## config.mk

```make
export PLATFORM = sky130hd
export DESIGN_NAME = switch_allocator_flat
export DESIGN_NICKNAME = d
export VERILOG_FILES = /design/src/rtl/router_pkg.sv /design/src/rtl/switch_allocator_if.sv /design/src/rtl/switch_allocator_rr_arbiter.sv /design/src/rtl/switch_allocator.sv /design/src/flat_wrapper.sv
export SDC_FILE = /design/constraint.sdc
export NUM_CORES = 1
export LEC_CHECK = 0
export ABC_AREA = 0
export ABC_CLOCK_PERIOD_IN_PS = 6900
export BUFFER_PORTS_ARGS = -buffer_cell sky130_fd_sc_hd__clkbuf_2
export CAP_MARGIN = 30
export CORE_MARGIN = 3
export CORE_UTILIZATION = 39
export DETAILED_ROUTE_END_ITERATION = 10
export PLACE_DENSITY_LB_ADDON = 0.25
export SLEW_MARGIN = 20
export SYNTH_ARGS = -nofsm -noshare
export SYNTH_HDL_FRONTEND = slang
export SYNTH_SLANG_ARGS = --single-unit
export TNS_END_PERCENT = 100
```

## constraint.sdc

```tcl
create_clock -name clk -period 6.9 [get_ports clk]
set_input_delay 2.07 -clock clk [delete_from_list [all_inputs] [get_ports clk]]
set_output_delay 2.07 -clock clk [all_outputs]
set_load 0.005 [all_outputs]
```

## src/rtl/router_pkg.sv

```systemverilog
// ----------------------------------------------------------------------------
// router_pkg
// Shared definitions for the wormhole router switch-allocation stage.
// Contents:
//   NPORT, FLIT_W        port count (fixed at 5) and flit width
//   DIR_* / IDX_*        one-hot direction codes and their port indices
//   grant_t              registered grant record {valid, input index}
//   isOneHot5, dirCode   small helpers used by the allocator
// ----------------------------------------------------------------------------
package router_pkg;

    localparam int NPORT  = 5;
    localparam int FLIT_W = 64;

    localparam logic [4:0] DIR_N = 5'b00001;
    localparam logic [4:0] DIR_E = 5'b00010;
    localparam logic [4:0] DIR_S = 5'b00100;
    localparam logic [4:0] DIR_W = 5'b01000;
    localparam logic [4:0] DIR_L = 5'b10000;

    localparam logic [2:0] IDX_N = 3'd0;
    localparam logic [2:0] IDX_E = 3'd1;
    localparam logic [2:0] IDX_S = 3'd2;
    localparam logic [2:0] IDX_W = 3'd3;
    localparam logic [2:0] IDX_L = 3'd4;

    typedef struct packed {
        logic       valid;
        logic [2:0] idx;
    } grant_t;

    // True when exactly one bit of a 5-bit request vector is set.
    function automatic logic isOneHot5(input logic [4:0] v);
        return (v != 5'd0) && ((v & (v - 5'd1)) == 5'd0);
    endfunction

    // Direction code of a port index (index 0 -> 5'b00001 ... 4 -> 5'b10000).
    function automatic logic [4:0] dirCode(input logic [2:0] idx);
        return 5'b00001 << idx;
    endfunction

endpackage

```

## src/rtl/switch_allocator_if.sv

```systemverilog
// ----------------------------------------------------------------------------
// switch_allocator_if
// Bundle of the allocation/traversal signals between the five input ports,
// the switch allocator and the downstream output links.
//   sa_request, outport_req, flit_in, valid_flit_in   from input ports
//   valid_downstream_ports                            from downstream links
//   sa_grant                                          to input ports
//   flit_out, valid_flit_out                          to downstream links
//   protocol_err                                      sticky status
// Modports: master = the router side around the allocator (inputs ports and
// downstream links), slave = the allocator itself.
// ----------------------------------------------------------------------------
interface switch_allocator_if #(parameter int FLIT_W = router_pkg::FLIT_W);

    logic [4:0]             sa_request;
    logic [4:0][4:0]        outport_req;
    logic [4:0][FLIT_W-1:0] flit_in;
    logic [4:0]             valid_flit_in;
    logic [4:0]             valid_downstream_ports;
    logic [4:0][4:0]        sa_grant;
    logic [4:0][FLIT_W-1:0] flit_out;
    logic [4:0]             valid_flit_out;
    logic                   protocol_err;

    modport master (
        output sa_request, outport_req, flit_in, valid_flit_in,
               valid_downstream_ports,
        input  sa_grant, flit_out, valid_flit_out, protocol_err
    );

    modport slave (
        input  sa_request, outport_req, flit_in, valid_flit_in,
               valid_downstream_ports,
        output sa_grant, flit_out, valid_flit_out, protocol_err
    );

endinterface

```

## src/rtl/switch_allocator_rr_arbiter.sv

```systemverilog
// ----------------------------------------------------------------------------
// rr_arbiter_5
// Five-request round-robin arbiter with an internal wrap pointer.
//   clk, rst     clock and synchronous active-high reset (pointer -> 0)
//   i_req        request vector, bit i = input i
//   i_grant_en   update strobe: advance the pointer past the current winner
//   o_valid      some request is present
//   o_idx        winning input index (0-4)
// The winner is the first requester found scanning r_ptr, r_ptr+1, ... mod 5.
// ----------------------------------------------------------------------------
module rr_arbiter_5
    import router_pkg::*;
(
    input  logic       clk,
    input  logic       rst,
    input  logic [4:0] i_req,
    input  logic       i_grant_en,
    output logic       o_valid,
    output logic [2:0] o_idx
);

    logic [2:0] r_ptr;
    logic [3:0] w_cand;

    // Scan from the farthest candidate back to the pointer so that the
    // nearest requester in round-robin order is the last one assigned.
    always_comb begin
        o_valid = 1'b0;
        o_idx   = '0;
        w_cand  = '0;
        for (int k = NPORT - 1; k >= 0; k--) begin
            w_cand = {1'b0, r_ptr} + 4'(k);
            if (w_cand >= 4'(NPORT)) begin
                w_cand = w_cand - 4'(NPORT);
            end
            if (i_req[w_cand[2:0]]) begin
                o_valid = 1'b1;
                o_idx   = w_cand[2:0];
            end
        end
    end

    // Pointer moves just past the winner on a granted cycle, otherwise holds.
    always_ff @(posedge clk) begin
        if (rst) begin
            r_ptr <= '0;
        end else if (i_grant_en && o_valid) begin
            r_ptr <= (o_idx == 3'(NPORT - 1)) ? 3'd0 : o_idx + 3'd1;
        end
    end

endmodule

```

## src/rtl/switch_allocator.sv

```systemverilog
// ----------------------------------------------------------------------------
// switch_allocator
// Switch allocation plus 5x5 crossbar of the wormhole router.
//   clk   clock
//   rst   synchronous active-high reset
//   bus   switch_allocator_if.slave: requests/flits from the five input
//         ports, readiness of the five output links, registered grants back
//         to the inputs and registered flits toward the outputs.
// Cycle N requests are arbitrated per output; the grant is registered and
// shown to the inputs in N+1; the winner's flit lands in the output slot in
// N+2.
// ----------------------------------------------------------------------------
module switch_allocator
    import router_pkg::*;
(
    input  logic              clk,
    input  logic              rst,
    switch_allocator_if.slave bus
);

    grant_t [NPORT-1:0]             r_gntQ;
    logic   [NPORT-1:0][FLIT_W-1:0] r_flitOut;
    logic   [NPORT-1:0]             r_validOut;
    logic                           r_protoErr;

    logic   [NPORT-1:0]             w_granted;
    logic   [NPORT-1:0][NPORT-1:0]  w_eligible;
    logic   [NPORT-1:0]             w_arbValid;
    logic   [NPORT-1:0][2:0]        w_arbIdx;
    logic   [NPORT-1:0]             w_anyReq;

    // Which inputs hold a grant this cycle; this is both the grant shown to
    // the inputs and the back-to-back mask for the arbitration running now.
    always_comb begin
        w_granted = '0;
        for (int o = 0; o < NPORT; o++) begin
            if (r_gntQ[o].valid) begin
                w_granted[r_gntQ[o].idx] = 1'b1;
            end
        end
    end

    // The grant seen by input i is its own direction code, purely from flops.
    always_comb begin
        bus.sa_grant = '0;
        for (int i = 0; i < NPORT; i++) begin
            if (w_granted[i]) begin
                bus.sa_grant[i] = dirCode(3'(i));
            end
        end
    end

    // Request filtering: malformed (not one-hot) requests, blocked outputs
    // and inputs that were just granted never reach an arbiter.
    always_comb begin
        w_eligible = '0;
        w_anyReq   = '0;
        for (int o = 0; o < NPORT; o++) begin
            for (int i = 0; i < NPORT; i++) begin
                w_eligible[o][i] = bus.sa_request[i]
                                 & bus.outport_req[i][o]
                                 & isOneHot5(bus.outport_req[i])
                                 & bus.valid_downstream_ports[o]
                                 & ~w_granted[i];
            end
            w_anyReq[o] = |w_eligible[o];
        end
    end

    for (genvar o = 0; o < NPORT; o++) begin : g_arb
        rr_arbiter_5 u_arb (
            .clk        (clk),
            .rst        (rst),
            .i_req      (w_eligible[o]),
            .i_grant_en (w_anyReq[o]),
            .o_valid    (w_arbValid[o]),
            .o_idx      (w_arbIdx[o])
        );
    end

    // Grant register is reloaded every cycle, so each grant lasts one cycle.
    always_ff @(posedge clk) begin
        if (rst) begin
            r_gntQ <= '0;
        end else begin
            for (int o = 0; o < NPORT; o++) begin
                r_gntQ[o] <= '{valid: w_arbValid[o], idx: w_arbIdx[o]};
            end
        end
    end

    // Crossbar traversal: a granted output copies its winner's flit; a winner
    // that fails to present a valid flit raises the sticky protocol error.
    always_ff @(posedge clk) begin
        if (rst) begin
            r_flitOut  <= '0;
            r_validOut <= '0;
            r_protoErr <= 1'b0;
        end else begin
            for (int o = 0; o < NPORT; o++) begin
                if (r_gntQ[o].valid) begin
                    r_flitOut[o]  <= bus.flit_in[r_gntQ[o].idx];
                    r_validOut[o] <= bus.valid_flit_in[r_gntQ[o].idx];
                    if (!bus.valid_flit_in[r_gntQ[o].idx]) begin
                        r_protoErr <= 1'b1;
                    end
                end else begin
                    r_validOut[o] <= 1'b0;
                end
            end
        end
    end

    assign bus.flit_out       = r_flitOut;
    assign bus.valid_flit_out = r_validOut;
    assign bus.protocol_err   = r_protoErr;

endmodule

```

## src/flat_wrapper.sv

```systemverilog
// flat-port wrapper written by rule: the top's interface ports become plain ports
module switch_allocator_flat import router_pkg::*;
  (clk, rst, bus_sa_request, bus_outport_req, bus_flit_in, bus_valid_flit_in, bus_valid_downstream_ports, bus_sa_grant, bus_flit_out, bus_valid_flit_out, bus_protocol_err);
  switch_allocator_if bus_i ();
  input  logic clk;
  input  logic rst;
  input wire logic [$bits(bus_i.sa_request)-1:0] bus_sa_request;
  input wire logic [$bits(bus_i.outport_req)-1:0] bus_outport_req;
  input wire logic [$bits(bus_i.flit_in)-1:0] bus_flit_in;
  input wire logic [$bits(bus_i.valid_flit_in)-1:0] bus_valid_flit_in;
  input wire logic [$bits(bus_i.valid_downstream_ports)-1:0] bus_valid_downstream_ports;
  output wire logic [$bits(bus_i.sa_grant)-1:0] bus_sa_grant;
  output wire logic [$bits(bus_i.flit_out)-1:0] bus_flit_out;
  output wire logic [$bits(bus_i.valid_flit_out)-1:0] bus_valid_flit_out;
  output wire logic [$bits(bus_i.protocol_err)-1:0] bus_protocol_err;
  assign bus_i.sa_request = bus_sa_request;
  assign bus_i.outport_req = bus_outport_req;
  assign bus_i.flit_in = bus_flit_in;
  assign bus_i.valid_flit_in = bus_valid_flit_in;
  assign bus_i.valid_downstream_ports = bus_valid_downstream_ports;
  assign bus_sa_grant = bus_i.sa_grant;
  assign bus_flit_out = bus_i.flit_out;
  assign bus_valid_flit_out = bus_i.valid_flit_out;
  assign bus_protocol_err = bus_i.protocol_err;
  switch_allocator u_core (.clk(clk), .rst(rst), .bus(bus_i));
endmodule
```

* Yosys cells after proc, flatten, opt, wreduce, memory -nomap -nowiden
Cells that the tools add are included.
** Operators by class
- Eq/ne operators :: 5
- Bitwise operators :: 119
- Order comparisons :: 60
- $add $sub $neg :: 55
- Mux-type cells :: 181
- Reductions and logical operators :: 35
** Operators by type and width (number)
- 64-bit binary-select mux with 3-bit select :: 5
- 64-bit two-way mux :: 5
- 3-bit two-way mux :: 56
- 3-bit by 4-bit < comparator with 1-bit output (second input constant) :: 30
- 1-bit bitwise AND :: 100
- 1-bit binary-select mux with 3-bit select :: 30
- 4-bit by 3-bit greater-or-equal comparator with 1-bit output (second input constant) :: 20
- 3-bit subtractor (second input constant) :: 25
- 1-bit two-way mux :: 72
- 3-bit by 2-bit adder with 4-bit output (second input constant) :: 10
- 5-bit two-way mux :: 6
- 5-bit bitwise AND :: 5
- 5-bit zero test :: 5
- 5-bit nonzero test :: 5
- 5-bit OR reduction :: 5
- 5-bit by 1-bit subtractor with 5-bit output (second input constant) :: 5
- 3-bit by 1-bit adder with 4-bit output (second input constant) :: 5
- 3-bit by 3-bit adder with 4-bit output (second input constant) :: 5
- 5-bit bitwise OR :: 4
- 3-bit by 1-bit adder with 3-bit output (second input constant) :: 5
- 1-bit demux with 3-bit select :: 5
- 3-bit == test (second input constant) :: 5
- 3-bit by 1-bit greater-or-equal comparator with 1-bit output (second input constant) :: 5
- 3-bit greater-or-equal comparator (second input constant) :: 5
- other kinds (5) :: 32
** Storage, ports and cells
- Word-level logic and storage cells :: 481
- Register bits after elaboration :: 361

* Logic depth before layout (Yosys ltp)
- Depth after elaboration :: 24
- Depth in mapped cells :: 19

* Modules after synthesis
A second synthesis with hierarchy kept.
** Unflattened totals
- Cell total of the unflattened synthesis :: 3638
- Area, all modules :: 30625.6 sq um
** Modules (own cells, without submodules)
- switch_allocator :: instances 1, cells an instance 2753, area each 23512.6 sq um
- rr_arbiter_5 :: instances 5, cells an instance 177, area each 1422.6 sq um

* Worst setup path after synthesis
Ideal clock, no wire load.
- Path type :: input -> register
- Start point :: input port bus_outport_req[15]
- End point :: register u_core.g_arb[3].u_arb.r_ptr[2]
- Buffers on the path :: 1
- Stages on the path :: 15
- Data required time :: 6785 ps
- Arrival :: 5113 ps
- Setup slack :: 1672 ps
- Cell sequence :: or3_1 > a21oi_1 > nor3_2 > or2_2 > clkbuf_1 > a2111oi_1 > nor2_1 > mux2i_1 > a211o_1 > a21boi_1 > or2_1 > ha_1 > nor2_1 > mux2_1 > o21a_1
** On the way
- Cells in the longest elaborated chain, start to end :: 16
** RTL lines
- start: declaration :: RTL line flat_wrapper.sv:8 : input wire logic [$bits(bus_i.outport_req)-1:0] bus_outport_req;
- 5-bit by 1-bit subtractor with 5-bit output :: RTL line router_pkg.sv:34 : return (v != 5'd0) && ((v & (v - 5'd1)) == 5'd0);
- 5-bit bitwise AND :: RTL line router_pkg.sv:34
- 5-bit zero test :: RTL line router_pkg.sv:34
- 1-bit logical AND * :: RTL line router_pkg.sv:34
- 1-bit bitwise AND * :: RTL line switch_allocator.sv:62 : & isOneHot5(bus.outport_req[i])
- 1-bit bitwise AND * :: RTL line switch_allocator.sv:63 : & bus.valid_downstream_ports[o]
- 1-bit bitwise AND * :: RTL line switch_allocator.sv:64 : & ~w_granted[i];
- 1-bit binary-select mux with 3-bit select :: RTL line switch_allocator_rr_arbiter.sv:36 : if (i_req[w_cand[2:0]]) begin
- 1-bit two-way mux (implied by the code) :: RTL line switch_allocator_rr_arbiter.sv:36
- 3-bit two-way mux (5 in series) :: RTL line switch_allocator_rr_arbiter.sv:36
- 3-bit by 1-bit adder with 3-bit output or 3-bit == test (tied branches) :: RTL line switch_allocator_rr_arbiter.sv:48 : r_ptr <= (o_idx == 3'(NPORT - 1)) ? 3'd0 : o_idx + 3'd1;
- 3-bit two-way mux :: RTL line switch_allocator_rr_arbiter.sv:48
- end signal: assignment :: RTL line switch_allocator_rr_arbiter.sv:48
- end: declaration :: RTL line switch_allocator_rr_arbiter.sv:22 : logic [2:0] r_ptr;
Mark *: on every way between the ends. The rest lies on a longest branch, timed or not. The select of a mux whose other input is x is not followed.
A chain may end at the register's enable or synchronous reset.

* Worst setup path after layout
- Start point :: input port bus_outport_req[10]
- End point :: register u_core.g_arb[3].u_arb.r_ptr[2]
Same word-level chain as after synthesis.

==> results.yml <==
synth:
  yosysSeqAreaShare: 0.238
  yosysWarnings: 0
  synth-edff-count: 0
  async_reset_ff_frac: 0
  syn_inst: 3960
  ys_ff_latch: 361
  syn_avg_cell_area_um2: 7.68
  synth.top_cells.by_area: "dfxtp_1, mux2i_1, a21oi_1"
  synth.top_cell.area_share: 0.238
  synth.distinct_cells: 109
  yosysTopAreaCell: "dfxtp_1"
  syn_area_um2: 30400
  yosys_most_used_dff: "dfxtp_1"
global_route:
  grt_max_degree: 140
  grt_use_total: 0.338
  grt_pass1_wl_um: 213000
  grt_pass1_vias: 32000
  grt-ovfl-total: 0
  antenna_found_initial: 34
critical_path:
  crit_family: "compound AO/OA/AOI/OAI gates"
  slowest_stage: "a2111oi_1"
  cp.depth: 16
  criticalPathCategory: "input pin to register"
  path_cells: "clkbuf_2 > or4b_1 > a2bb2oi_1 > o31ai_2 > buf_4 > a211oi_1 > a2111oi_1 > nor2_1 > mux2i_1 > a211o_1 > a21boi_1 > or2_1 > ha_1 > nor2_1 > mux2_1 > o21a_1"
  cp_max_fo: 9
  crit_end: "u_core.g_arb[3].u_arb.r_ptr[2]$_SDFFE_PP0P_"
  crit_buf_inv: 2
  critPathLaunch: "bus_outport_req[10]"
  reg2reg_to: "u_core.g_arb[4].u_arb.r_ptr[2]$_SDFFE_PP0P_"
  slowest_delay_ns: 0.68
  critPathLaunchType: "input pin"
  required_ns: 7.37
  reg2reg_from: "u_core.g_arb[4].u_arb.r_ptr[0]$_SDFFE_PP0P_"
  worstSetupEndpointType: "register"
  arrival_ns: 5.61
  crit_top_cell: "nor2_1"
  reg2reg_depth: 16
  rrSetupSlack_ns: 2.00
sta:
  fin_ws_ns: 1.76
  finalCritPeriodShare: 0.745
  grt_setup_unrepaired: "no"
  worst_slew_margin_rel: 0.314
  setup-violations-final: 0
  period_needed_ns: 5.14
  timing.hold.ws_ns: 0.496
  slew_violations: 0
  maxClockFrequency_mhz: 194
  worst_pin_slew_ns: 1.03
  hold_violations: 0
  setup_tns_ns: 0
  skew_ns: 0.0497
clock_network:
  post_cts_buffers: 0
  cts_tree: "yes"
  root_buffer: "clkbuf_16"
  clock_latency_ns: 0.61
  cts_buffers: 46
  clk_path_buf_depth: 3
  cts_resized: 0
  clk_pin_slew_ns: 0.06
  ctsHoldBuffers: 0
  cts.sink_count: 361
  htree_levels: 2
floorplanning:
  core_um2: 76600
  die_h_um: 285
  num_io_pins: 713
  fp.dieArea_um2: 81400
  dieWidth_um: 285
  num_rows: 101
  start_util: 0.397
flow_run:
  cap_violations: 0
power_and_ir_drop:
  powerDensity_nw_per_um2: 358
  power_mw: 12.8
  leakage_nw: 13.4
  ir_drop_mv: 0.230
route:
  drt_iter0_markers: 3523
  wl_per_cell_um: 26.6
  postRouteAntennaNets: 0
  drt-total-wl_um: 146000
  num_vias: 34100
  vias_per_cell: 6.23
  drc: 0
  firstDrtPassIters: 6
finish:
  area_delta_synth_final_pct: 17.9
  layout.nets: 4808
  drive_above_1_share: 0.234
  final_common_cell: "clkbuf_2"
  final_cell_mix: "clkbuf_2, mux2i_1, nor2_1, a21oi_1, o21ai_0"
min_path:
  hp-class: "register to register"
placed_design:
  dp_slack_ns: 1.14
  hpwlAfterDp_um: 96600
  io_buffers: 692
  gp_congestion: 0.927
outcome:
  status: "finished clean"
-- Yosys cell counts (all sizes together) (54+ instances only) --
cell type / number
o211ai: 134
dfxtp: 361
nand2: 336
mux2: 146
clkbuf: 237
o21ai: 366
a21oi: 384
buf: 141
inv: 54
o221ai: 194
mux2i: 569
nor2: 485
-- metrics by stage --
stage,utilization,instances,area [µm²]
after global routing,0.468,5472,35900
after global placement,0.446,5368,34200
after floorplan,-,3979,30500
after detailed placement,0.447,5369,34200
after CTS,0.467,5454,35800
final,0.468,5479,35900
-- tightest hold or removal path: stages (launching register included) --
cell and delay, ns:
dfxtp_1 0.32, o21ai_0 0.07, nor2_1 0.07
-- worst min-delay path by stage --
stage / slack (ns) / cells after the start / startpoint / to
6_report: 0.50 / 2 / u_core.bus.flit_out[190]$_SDFFE_PP0P_ / u_core.bus.flit_out[190]$_SDFFE_PP0P_
5_1_grt: 0.52 / 2 / u_core.bus.flit_out[72]$_SDFFE_PP0P_ / u_core.bus.flit_out[72]$_SDFFE_PP0P_
4_1_cts: 0.50 / 2 / u_core.bus.flit_out[150]$_SDFFE_PP0P_ / u_core.bus.flit_out[150]$_SDFFE_PP0P_
3_5_place_dp: 0.48 / 2 / u_core.bus.flit_out[94]$_SDFFE_PP0P_ / u_core.bus.flit_out[94]$_SDFFE_PP0P_
3_3_place_gp: 0.48 / 2 / u_core.bus.flit_out[67]$_SDFFE_PP0P_ / u_core.bus.flit_out[67]$_SDFFE_PP0P_
2_1_floorplan: 0.49 / 2 / u_core.bus.flit_out[0]$_SDFFE_PP0P_ / u_core.bus.flit_out[0]$_SDFFE_PP0P_
-- cells by family after synthesis --
| group | Yosys count | share of synthesized area |
|---|---|---|
| compound gates | 1239 | 0.258 |
| simple gates | 1115 | 0.168 |
| mux | 718 | 0.243 |
| buf+inv | 434 | 0.0584 |
| flops | 361 | 0.238 |
| fa+ha+maj | 56 | 0.0243 |
| xor+xnor | 36 | 0.0104 |
| other cells | 1 | 0.000123 |
-- routing by layer --
metal / GRT usage / wire length (µm)
met1: 0.420 / 57400
met2: 0.544 / 65800
met3: 0.0859 / 15100
met4: 0.161 / 7410
met5: 0 / 123
-- sequential cells by signal, indices dropped and copies added, names as in the netlist --
signal                     count
u_core.bus.flit_out          320
u_core.r_gntQ                 20
u_core.g_arb.u_arb.r_ptr      15
u_core.bus.valid_flit_out      5
u_core.bus.protocol_err        1
-- final cells by class --
cell class / count / area [µm²]
clock inverters: 17 / 178
multi-input cells: 3184 / 21600
inverters: 56 / 210
diodes: 22 / 55.1
clock buffers: 68 / 1390
flip-flops and latches: 361 / 7290
well taps: 1030 / 1290
fillers: 7845 / 40700
repair buffers: 741 / 3900
-- where the power goes --
part	switching (mW)	leakage, nW	internal (mW)	total, mW
clock	1.06	0.771	1.47	2.53
combinational	4.11	9.64	2.62	6.73
sequential	0.862	2.97	2.72	3.58
total	6.04	13.4	6.81	12.8
Note: power is estimated with default switching activity, not from simulation.
